[config.mk]
export PLATFORM = sky130hd
export DESIGN_NAME = fft_sample_loader_flat
export DESIGN_NICKNAME = d
export VERILOG_FILES = /design/src/rtl/fft_sample_loader_if.sv /design/src/rtl/fft_sample_loader.sv /design/src/flat_wrapper.sv
export SDC_FILE = /design/constraint.sdc
export NUM_CORES = 1
export LEC_CHECK = 0
export CORE_ASPECT_RATIO = 0.5
export CORE_MARGIN = 4
export CORE_UTILIZATION = 44
export CTS_BUF_LIST = sky130_fd_sc_hd__clkbuf_16
export CTS_CLUSTER_DIAMETER = 60
export DETAILED_ROUTE_END_ITERATION = 16
export HOLD_SLACK_MARGIN = 0.08
export SYNTH_ARGS = -nofsm -noshare
export SYNTH_HDL_FRONTEND = slang
export SYNTH_SLANG_ARGS = --single-unit
[constraint.sdc]
create_clock -name i_clk -period 4.2 [get_ports i_clk]
set_input_delay 0.42 -clock i_clk [delete_from_list [all_inputs] [get_ports i_clk]]
set_output_delay 0.42 -clock i_clk [all_outputs]
set_load 0.01 [all_outputs]
[src/rtl/fft_sample_loader_if.sv]
// Sample stream from the loader to the FFT core.
//   valid : word on data/index/last is presented
//   ready : core accepts the word this cycle
//   data  : sample, two's complement
//   index : frame position of the sample
//   last  : final word of the frame
interface fft_sample_loader_if #(
  parameter int unsigned DATA_W = 16,
  parameter int unsigned IDX_W  = 4
) ();
  logic              valid;
  logic              ready;
  logic [DATA_W-1:0] data;
  logic [IDX_W-1:0]  index;
  logic              last;

  modport master (output valid, data, index, last, input ready);
  modport slave  (input valid, data, index, last, output ready);
endinterface

[src/rtl/fft_sample_loader.sv]
// Operator sample entry and frame streamer for the FFT core.
// Samples are assembled hi byte then lo byte from the switches, stored in a
// frame buffer, and on commit streamed as a full zero-padded frame.
//   i_clk, i_rst_n : clock, asynchronous active-low reset
//   i_sw           : switch byte
//   i_enter        : latch i_sw into the next byte of the sample
//   i_commit       : start streaming the frame
//   i_clear        : discard the frame, return to entry
//   o_stream       : valid/ready sample stream (master side)
//   o_count        : samples entered, 0..N_SAMPLES
//   o_display      : sample being assembled, for the seven-segment display
//   o_full         : o_count == N_SAMPLES
//   o_streaming    : frame transfer in progress
//   o_frame_done   : frame fully transferred, held until clear
module fft_sample_loader #(
  parameter int unsigned N_SAMPLES = 16,
  parameter int unsigned DATA_W    = 16,
  parameter int unsigned IDX_W     = 4
) (
  input  logic                    i_clk,
  input  logic                    i_rst_n,
  input  logic [7:0]              i_sw,
  input  logic                    i_enter,
  input  logic                    i_commit,
  input  logic                    i_clear,
  fft_sample_loader_if.master     o_stream,
  output logic [IDX_W:0]          o_count,
  output logic [15:0]             o_display,
  output logic                    o_full,
  output logic                    o_streaming,
  output logic                    o_frame_done
);

  localparam int unsigned CNT_W = IDX_W + 1;

  typedef enum logic [2:0] {
    S_ENTER_HI,
    S_ENTER_LO,
    S_FULL,
    S_STREAM,
    S_DONE
  } state_t;

  state_t r_state;
  state_t w_state_next;

  logic [DATA_W-1:0] r_buf [N_SAMPLES];
  logic [CNT_W-1:0]  r_count;
  logic [15:0]       r_display;
  logic              r_full;
  logic              r_streaming;
  logic              r_frame_done;
  logic              r_out_valid;
  logic [DATA_W-1:0] r_out_data;
  logic [IDX_W-1:0]  r_out_index;
  logic              r_out_last;

  logic              w_load_hi;
  logic              w_load_lo;
  logic              w_start;
  logic              w_xfer;
  logic              w_clear;
  logic [CNT_W-1:0]  w_count_inc;
  logic              w_hit_full;
  logic [IDX_W-1:0]  w_rd_next;
  logic [DATA_W-1:0] w_rd_data;

  assign w_count_inc = r_count + CNT_W'(1);
  assign w_hit_full  = (w_count_inc == CNT_W'(N_SAMPLES));

  // Next word to present: index 0 on start, else the one after the current.
  assign w_rd_next = w_start ? '0 : r_out_index + IDX_W'(1);
  // Slots beyond the entered count pad the frame with zeros.
  assign w_rd_data = ({1'b0, w_rd_next} < r_count) ? r_buf[w_rd_next] : '0;

  // State register
  always_ff @(posedge i_clk or negedge i_rst_n) begin
    if (!i_rst_n) r_state <= S_ENTER_HI;
    else          r_state <= w_state_next;
  end

  // Next state and datapath strobes; clear beats commit beats enter.
  always_comb begin
    w_state_next = r_state;
    w_load_hi    = 1'b0;
    w_load_lo    = 1'b0;
    w_start      = 1'b0;
    w_xfer       = 1'b0;
    w_clear      = 1'b0;
    if (i_clear) begin
      w_clear      = 1'b1;
      w_state_next = S_ENTER_HI;
    end else begin
      case (r_state)
        S_ENTER_HI: begin
          if (i_commit) begin
            if (r_count != '0) begin
              w_start      = 1'b1;
              w_state_next = S_STREAM;
            end
          end else if (i_enter) begin
            w_load_hi    = 1'b1;
            w_state_next = S_ENTER_LO;
          end
        end
        S_ENTER_LO: begin
          // A half-assembled sample is never streamed, so commit is dropped.
          if (!i_commit && i_enter) begin
            w_load_lo    = 1'b1;
            w_state_next = w_hit_full ? S_FULL : S_ENTER_HI;
          end
        end
        S_FULL: begin
          if (i_commit) begin
            w_start      = 1'b1;
            w_state_next = S_STREAM;
          end
        end
        S_STREAM: begin
          if (r_out_valid && o_stream.ready) begin
            w_xfer = 1'b1;
            if (r_out_last) w_state_next = S_DONE;
          end
        end
        S_DONE:  w_state_next = S_DONE;
        default: w_state_next = S_ENTER_HI;
      endcase
    end
  end

  // Frame buffer; deliberately not reset, stale entries are masked by count.
  always_ff @(posedge i_clk) begin
    if (w_load_lo) r_buf[r_count[IDX_W-1:0]] <= DATA_W'({r_display[15:8], i_sw});
  end

  // Entry, status and stream output registers
  always_ff @(posedge i_clk or negedge i_rst_n) begin
    if (!i_rst_n) begin
      r_count      <= '0;
      r_display    <= '0;
      r_full       <= 1'b0;
      r_streaming  <= 1'b0;
      r_frame_done <= 1'b0;
      r_out_valid  <= 1'b0;
      r_out_data   <= '0;
      r_out_index  <= '0;
      r_out_last   <= 1'b0;
    end else begin
      r_streaming  <= (w_state_next == S_STREAM);
      r_frame_done <= (w_state_next == S_DONE);
      if (w_clear) begin
        r_count     <= '0;
        r_display   <= '0;
        r_full      <= 1'b0;
        r_out_valid <= 1'b0;
        r_out_data  <= '0;
        r_out_index <= '0;
        r_out_last  <= 1'b0;
      end else begin
        if (w_load_hi) r_display <= {i_sw, 8'h00};
        if (w_load_lo) begin
          r_display[7:0] <= i_sw;
          r_count        <= w_count_inc;
          r_full         <= w_hit_full;
        end
        // Words only change on start or transfer, so a stall holds them.
        if (w_start || (w_xfer && !r_out_last)) begin
          r_out_valid <= 1'b1;
          r_out_data  <= w_rd_data;
          r_out_index <= w_rd_next;
          r_out_last  <= (w_rd_next == IDX_W'(N_SAMPLES - 1));
        end else if (w_xfer) begin
          r_out_valid <= 1'b0;
          r_out_last  <= 1'b0;
        end
      end
    end
  end

  assign o_stream.valid = r_out_valid;
  assign o_stream.data  = r_out_data;
  assign o_stream.index = r_out_index;
  assign o_stream.last  = r_out_last;
  assign o_count        = r_count;
  assign o_display      = r_display;
  assign o_full         = r_full;
  assign o_streaming    = r_streaming;
  assign o_frame_done   = r_frame_done;

endmodule

[src/flat_wrapper.sv]
// flat-port wrapper written by rule: the top's interface ports become plain ports
module fft_sample_loader_flat 
#(
  parameter int unsigned N_SAMPLES = 16,
  parameter int unsigned DATA_W    = 16,
  parameter int unsigned IDX_W     = 4
)
  (i_clk, i_rst_n, i_sw, i_enter, i_commit, i_clear, o_count, o_display, o_full, o_streaming, o_frame_done, o_stream_valid, o_stream_data, o_stream_index, o_stream_last, o_stream_ready);
  fft_sample_loader_if #(.DATA_W(DATA_W), .IDX_W(IDX_W)) o_stream_i ();
  input  logic i_clk;
  input  logic i_rst_n;
  input  logic [7:0] i_sw;
  input  logic i_enter;
  input  logic i_commit;
  input  logic i_clear;
  output logic [IDX_W:0] o_count;
  output logic [15:0] o_display;
  output logic o_full;
  output logic o_streaming;
  output logic o_frame_done;
  output wire logic [$bits(o_stream_i.valid)-1:0] o_stream_valid;
  output wire logic [$bits(o_stream_i.data)-1:0] o_stream_data;
  output wire logic [$bits(o_stream_i.index)-1:0] o_stream_index;
  output wire logic [$bits(o_stream_i.last)-1:0] o_stream_last;
  input wire logic [$bits(o_stream_i.ready)-1:0] o_stream_ready;
  assign o_stream_valid = o_stream_i.valid;
  assign o_stream_data = o_stream_i.data;
  assign o_stream_index = o_stream_i.index;
  assign o_stream_last = o_stream_i.last;
  assign o_stream_i.ready = o_stream_ready;
  fft_sample_loader #(.N_SAMPLES(N_SAMPLES), .DATA_W(DATA_W), .IDX_W(IDX_W)) u_core (.i_clk(i_clk), .i_rst_n(i_rst_n), .i_sw(i_sw), .i_enter(i_enter), .i_commit(i_commit), .i_clear(i_clear), .o_stream(o_stream_i), .o_count(o_count), .o_display(o_display), .o_full(o_full), .o_streaming(o_streaming), .o_frame_done(o_frame_done));
endmodule
== After elaboration in Yosys (flattened, before gate mapping) ==
Memories as Yosys holds them, arrays and structs flattened.
Cells that the tools add are included.
W data, S select, Z words.
Word-level totals
  memories: 1
  output and inout port bits: 46
  bits in latches: 0
  RAM bits: 256
  logic and storage cells: 82
  flip-flop bits (word level): 49
  ROM bits: 0
  input bits: 14
Memories
  u_core.r_buf: words 16, width 16, read ports 1, clocked after memory_dff 0, wr ports 1, line fft_sample_loader.sv:47  | logic [DATA_W-1:0] r_buf [N_SAMPLES];
Cells by class
  $lt $le $gt $ge: 1
  reduce and logical (&&, ||, !) cells: 13
  div/mod/pow operators: 0
  equal/unequal tests: 8
  add/sub/neg operators: 2
  bitwise logic cells: 0
  mux-type cells: 46
  $mul: 0
  shifts and indexed selects: 0
Operators by type and width (number)
  $mux W16: 5
  $mux W1: 24
  $mux W3: 8
  $pmux W3 S5: 1
  $mux W4: 3
  $mux W5: 2
  $eq A3 B2 Y1 const B: 3
  $mux W8: 1
  $eq A3 B3 Y1 const B: 2
  $reduce_bool A2 Y1: 3
  $reduce_bool A3 Y1: 2
  $add A5 B1 Y5 const B: 1
  $eq A5 B5 Y1 const B: 1
  $lt A4 B5 Y1: 1
  $reduce_bool A5 Y1: 1
  $add A4 B1 Y4 const B: 1
  $eq A4 B4 Y1 const B: 1
  $eq A3 B1 Y1 const B: 1
  $logic_and A1 B1 Y1: 3
  $logic_not A3 Y1: 1
  $logic_not A1 Y1: 2
  $mux W2: 1
  $pmux W1 S2: 1
  $logic_or A1 B1 Y1: 1

== Longest topological paths before layout ==
  word-level depth: 10
  gate-level depth with buffers: 13
  mapped depth without buffers: 11

== Worst setup path before layout ==
OpenSTA, ideal clock, no wires.
  path kind: register to register
  start: reg u_core.r_count[0] (netlist: u_core.o_count[0])
  end: reg u_core.r_out_data[5] (netlist: u_core.o_stream.data[5])
  clock period less this slack: 3378 ps
  arrival: 3309 ps
  path buffers: 2
  stages on the path, launching flop included: 14
  library setup time: 69 ps
  setup slack: 822 ps
  required time: 4131 ps
  path through: dfrtp_1 inv_1 ha_1 or4b_4 o21a_1 buf_2 nor2_1 ha_1 o21a_1 o211ai_1 o211ai_1 a221oi_2 buf_2 a32o_1
Between the ends
  cells in the longest elaborated chain, start to end: 10
  elaborated cells on any way between the ends: 13
  classes of those cells: order compare: 1; mux: 8; reduce/logical: 3; memory: 1
RTL lines
  from (decl): line fft_sample_loader.sv:48  | logic [CNT_W-1:0] r_count;
  from (signal assigned): line fft_sample_loader.sv:163  | r_count <= w_count_inc;
  $reduce_bool A5 Y1: line fft_sample_loader.sv:97  | if (r_count != '0) begin
  $mux W1: line fft_sample_loader.sv:97
  $mux W1: line fft_sample_loader.sv:96  | if (i_commit) begin
  $pmux W1 S2: line fft_sample_loader.sv:94  | case (r_state)
  $mux W1: line fft_sample_loader.sv:90  | if (i_clear) begin
  $mux W4: line fft_sample_loader.sv:72  | assign w_rd_next = w_start ? '0 : r_out_index + IDX_W'(1);
  $mem_v2 Z16 W16 or $lt A4 B5 Y1 (tied branches)
  $mux W16: line fft_sample_loader.sv:74  | assign w_rd_data = ({1'b0, w_rd_next} < r_count) ? r_buf[w_rd_next] : '0;
  $mux W16: line fft_sample_loader.sv:167  | if (w_start || (w_xfer && !r_out_last)) begin
  $mux W16: line fft_sample_loader.sv:151  | if (w_clear) begin
  to (signal assigned): line fft_sample_loader.sv:169  | r_out_data <= w_rd_data;
  to (decl): line fft_sample_loader.sv:54  | logic [DATA_W-1:0] r_out_data;
Parallel ways exist; a longest one is shown, timed or not. The select of a mux whose other input is x is not followed.
A chain may end at the register's enable or synchronous reset.

== Final worst setup path ==
  start: reg u_core.r_count[0] (netlist: u_core.o_count[0])
  end: reg u_core.r_out_data[9] (netlist: u_core.o_stream.data[9])
The elaborated chain is that of the path after synthesis.

==> flow_summary.json <==
{
  "setup.worst_path.end_class": "register",
  "initial_core_util_pct": 45.0,
  "p_leak_nw": 4.84,
  "drive_gt1_share_pct": 13.6,
  "via_count": 7762,
  "final_cell_count_no_fill": 1303,
  "netlist_area_um2": 12600,
  "hold_viol": 0,
  "wl_per_cell_um": 25.1,
  "num_rows": 43,
  "numCtsBuffers": 27,
  "grt_max_degree": 67,
  "worstSkewPairLatency_ns": 0.55,
  "grt_pass1_vias": 7488,
  "final_nets": 923,
  "core_area_um2": 27900,
  "port_buffers": 59,
  "ys_warn_count": 0,
  "place_hpwl_um": 20400,
  "design_area_um2": 14600,
  "postRouteAntennaNets": 0,
  "drtIter0Drc": 913,
  "fin_util_pct": 52.3,
  "gp_congestion": 0.851,
  "drtPass1Iterations": 5,
  "htree_levels": 1,
  "cts_tree": "built",
  "fill_cells": 2303,
  "cellPowerDensity_nw_per_um2": 397,
  "fin_crit_sh_pct": 83.9,
  "synthCells": 830,
  "cp_max_fo": 19,
  "async_reset_ff_share_pct": 16.1,
  "ys_types": 46,
  "crit_arrival_ns": 4.00,
  "crit_start": "u_core.o_count[0]",
  "critical_path_class": "register to register",
  "clkTransAtPathRegs_ns": 0.07,
  "post_cts_buffers": 0,
  "drv_slew": 0,
  "slew_headroom_pct": 29.2,
  "route.detailed.drc": 0,
  "grt.overflow.total": 0,
  "grt_antenna_before_repair": 1,
  "peakVddDrop_mv": 0.269,
  "synth_ff_type": "edfxtp_1",
  "synth_edf_count": 256,
  "area_delta_synth_final_pct": 16.1,
  "cap_violations": 0,
  "synth_nets": 853,
  "yosys-top-cells-area": "edfxtp_1, dfrtp_1, mux4_2, mux2i_1, a21oi_1",
  "yosys_register_bits": 305,
  "whs_ns": 0.440,
  "postSynthAreaPerCell_um2": 15.1,
  "finalSetupViolations": 0,
  "max_freq_ghz": 0.284,
  "grt_pass1_wl_um": 48500,
  "critPathRequiredTime_ns": 4.67,
  "yosys.area.top_type": "edfxtp_1",
  "cts_buffer_depth": 3,
  "ys_seq_area_share_pct": 70.9,
  "start_kind": "register",
  "hold_path_class": "input pin to asynchronous set/reset pin",
  "rr_startpoint": "u_core.o_count[0]",
  "cts_root_buf": "clkbuf_16",
  "placed_cells": 1252,
  "die_height_um": 128,
  "worstMarginPinSlew_ns": 1.06,
  "rsz0062_at_grt": "false",
  "vias_per_cell": 5.96,
  "period_minus_slack_ns": 3.52,
  "clock_sinks": 305,
  "post_dp_cell_area_um2": 13800,
  "io_pins": 60,
  "antenna_cells_inserted": 0,
  "status": "finished, final reports clean",
  "grt_usage_pct": 20.8,
  "die_w_um": 247,
  "fin_setup_tns_ns": 0,
  "synth_top_cell_area_share_pct": 61.2,
  "fin_skew_ns": 0.0174,
  "totalWireLength_um": 32700,
  "die-area_um2": 31500
}
-- cells in the final DEF, fill, tap and decap left out, drive strengths merged, types with 8 or more instances in the layout --
cell type	count
mux4	32
clkbuf	27
a21oi	56
edfxtp	256
clkinv	10
nor3	40
o32ai	13
o31ai	14
clkdlybuf4s50	58
buf	40
mux2i	33
xnor2	8
ha	9
nand2	33
o22ai	20
nand3	9
a22oi	8
o21ai	19
dfrtp	49
a32o	19
nor2	68
inv	34
a211oi	33
-- metrics by stage --
| stage | power [mW] | worst slack [ns] |
|---|---|---|
| final | 5.79 | 0.677 |
| after global routing | 5.97 | 0.452 |
| after CTS | 5.83 | 0.691 |
| after detailed placement | 3.57 | 0.715 |
| after global placement | 3.57 | 0.799 |
| after floorplan | 3.46 | 0.822 |
-- Yosys cell counts, drive strengths merged, types with 14 or more instances --
| library cell | instances |
|---|---|
| clkbuf | 42 |
| nor3 | 40 |
| buf | 16 |
| dfrtp | 49 |
| o22ai | 20 |
| a21oi | 56 |
| nand2 | 33 |
| mux2i | 33 |
| o31ai | 14 |
| mux4 | 32 |
| edfxtp | 256 |
| a211oi | 33 |
| o21ai | 19 |
| inv | 23 |
| a32o | 19 |
| nor2 | 68 |
-- worst paths after layout --
check | end | depth (start not counted) | slack, ns
worst max-delay path | u_core.o_stream.data[9] | 13 | 0.68
worst min-delay path | u_core.o_stream.index[3] | 2 | 0.44
worst max register to register | u_core.o_stream.data[9] | 13 | 0.68
worst min register to register | u_core.o_stream.data[0] | 1 | 0.52
max in group asynchronous | u_core.o_stream.data[2] | 3 | 2.95
min in group i_clk | u_core.o_stream.data[0] | 1 | 0.52
-- cell families (layout without fill, tap and decap cells) --
logic type / after synthesis / after routing / synth area share, %
flops: 305 / 305 / 70.9
fa+ha+maj: 9 / 9 / 0.896
xor+xnor: 11 / 11 / 0.767
compound gates: 193 / 193 / 10.4
simple gates: 166 / 166 / 5.99
buf+inv: 81 / 172 / 2.66
mux: 65 / 65 / 8.36
-- sequential cells by signal, indices dropped and copies added, names as in the netlist, 3 cells and up --
signal and count:
u_core.o_count 5, u_core.o_display 16, u_core.o_stream.data 16, u_core.o_stream.index 4, u_core.r_buf 256, u_core.r_state 3
-- timing repair --
action                                  in CTS  in global routing
endpoints found under the setup margin       0                  0
hold buffers                                 1                  0
resized for setup                            0                  0
hold endpoints to repair                    29                  0
-- report_power, final --
| part | internal [mW] | leakage [nW] | total (mW) | switching, mW |
|---|---|---|---|---|
| clock network | 1.23 | 0.435 | 2.28 | 1.05 |
| logic | 0.0547 | 1.39 | 0.179 | 0.124 |
| registers | 3.30 | 3.01 | 3.33 | 0.0364 |
-- worst max-delay path, stage by stage, from the launching register on --
cell,delay [ns]
dfrtp_1,0.50
inv_1,0.13
ha_1,0.16
or4b_4,0.48
o21a_1,0.22
buf_4,0.22
nor2_1,0.25
ha_1,0.28
o21a_1,0.10
o211ai_1,0.21
o211ai_1,0.13
a221oi_2,0.27
buf_4,0.29
a32o_1,0.21
-- cell type report --
class                   count  area, um^2  share of cell area, %
multi-input cells         444        3390                   23.3
clock buffers              27         676                   4.63
inverters                  23        86.3                  0.592
flip-flops and latches    305        8920                   61.1
repair buffers             99         913                   6.26
clock inverters            23         129                  0.883
well taps                 382         478                   3.28
-- layer usage --
layer / up-vias / track usage [%] / share of wire, %
met5: - / 0 / 0
met4: 0 / 3.67 / 1.6
met3: 41 / 3.48 / 7.8
met2: 301 / 31.5 / 45
met1: 4006 / 32.2 / 45
li1: 3414 / - / -
Power figures use the tool's default switching activity.
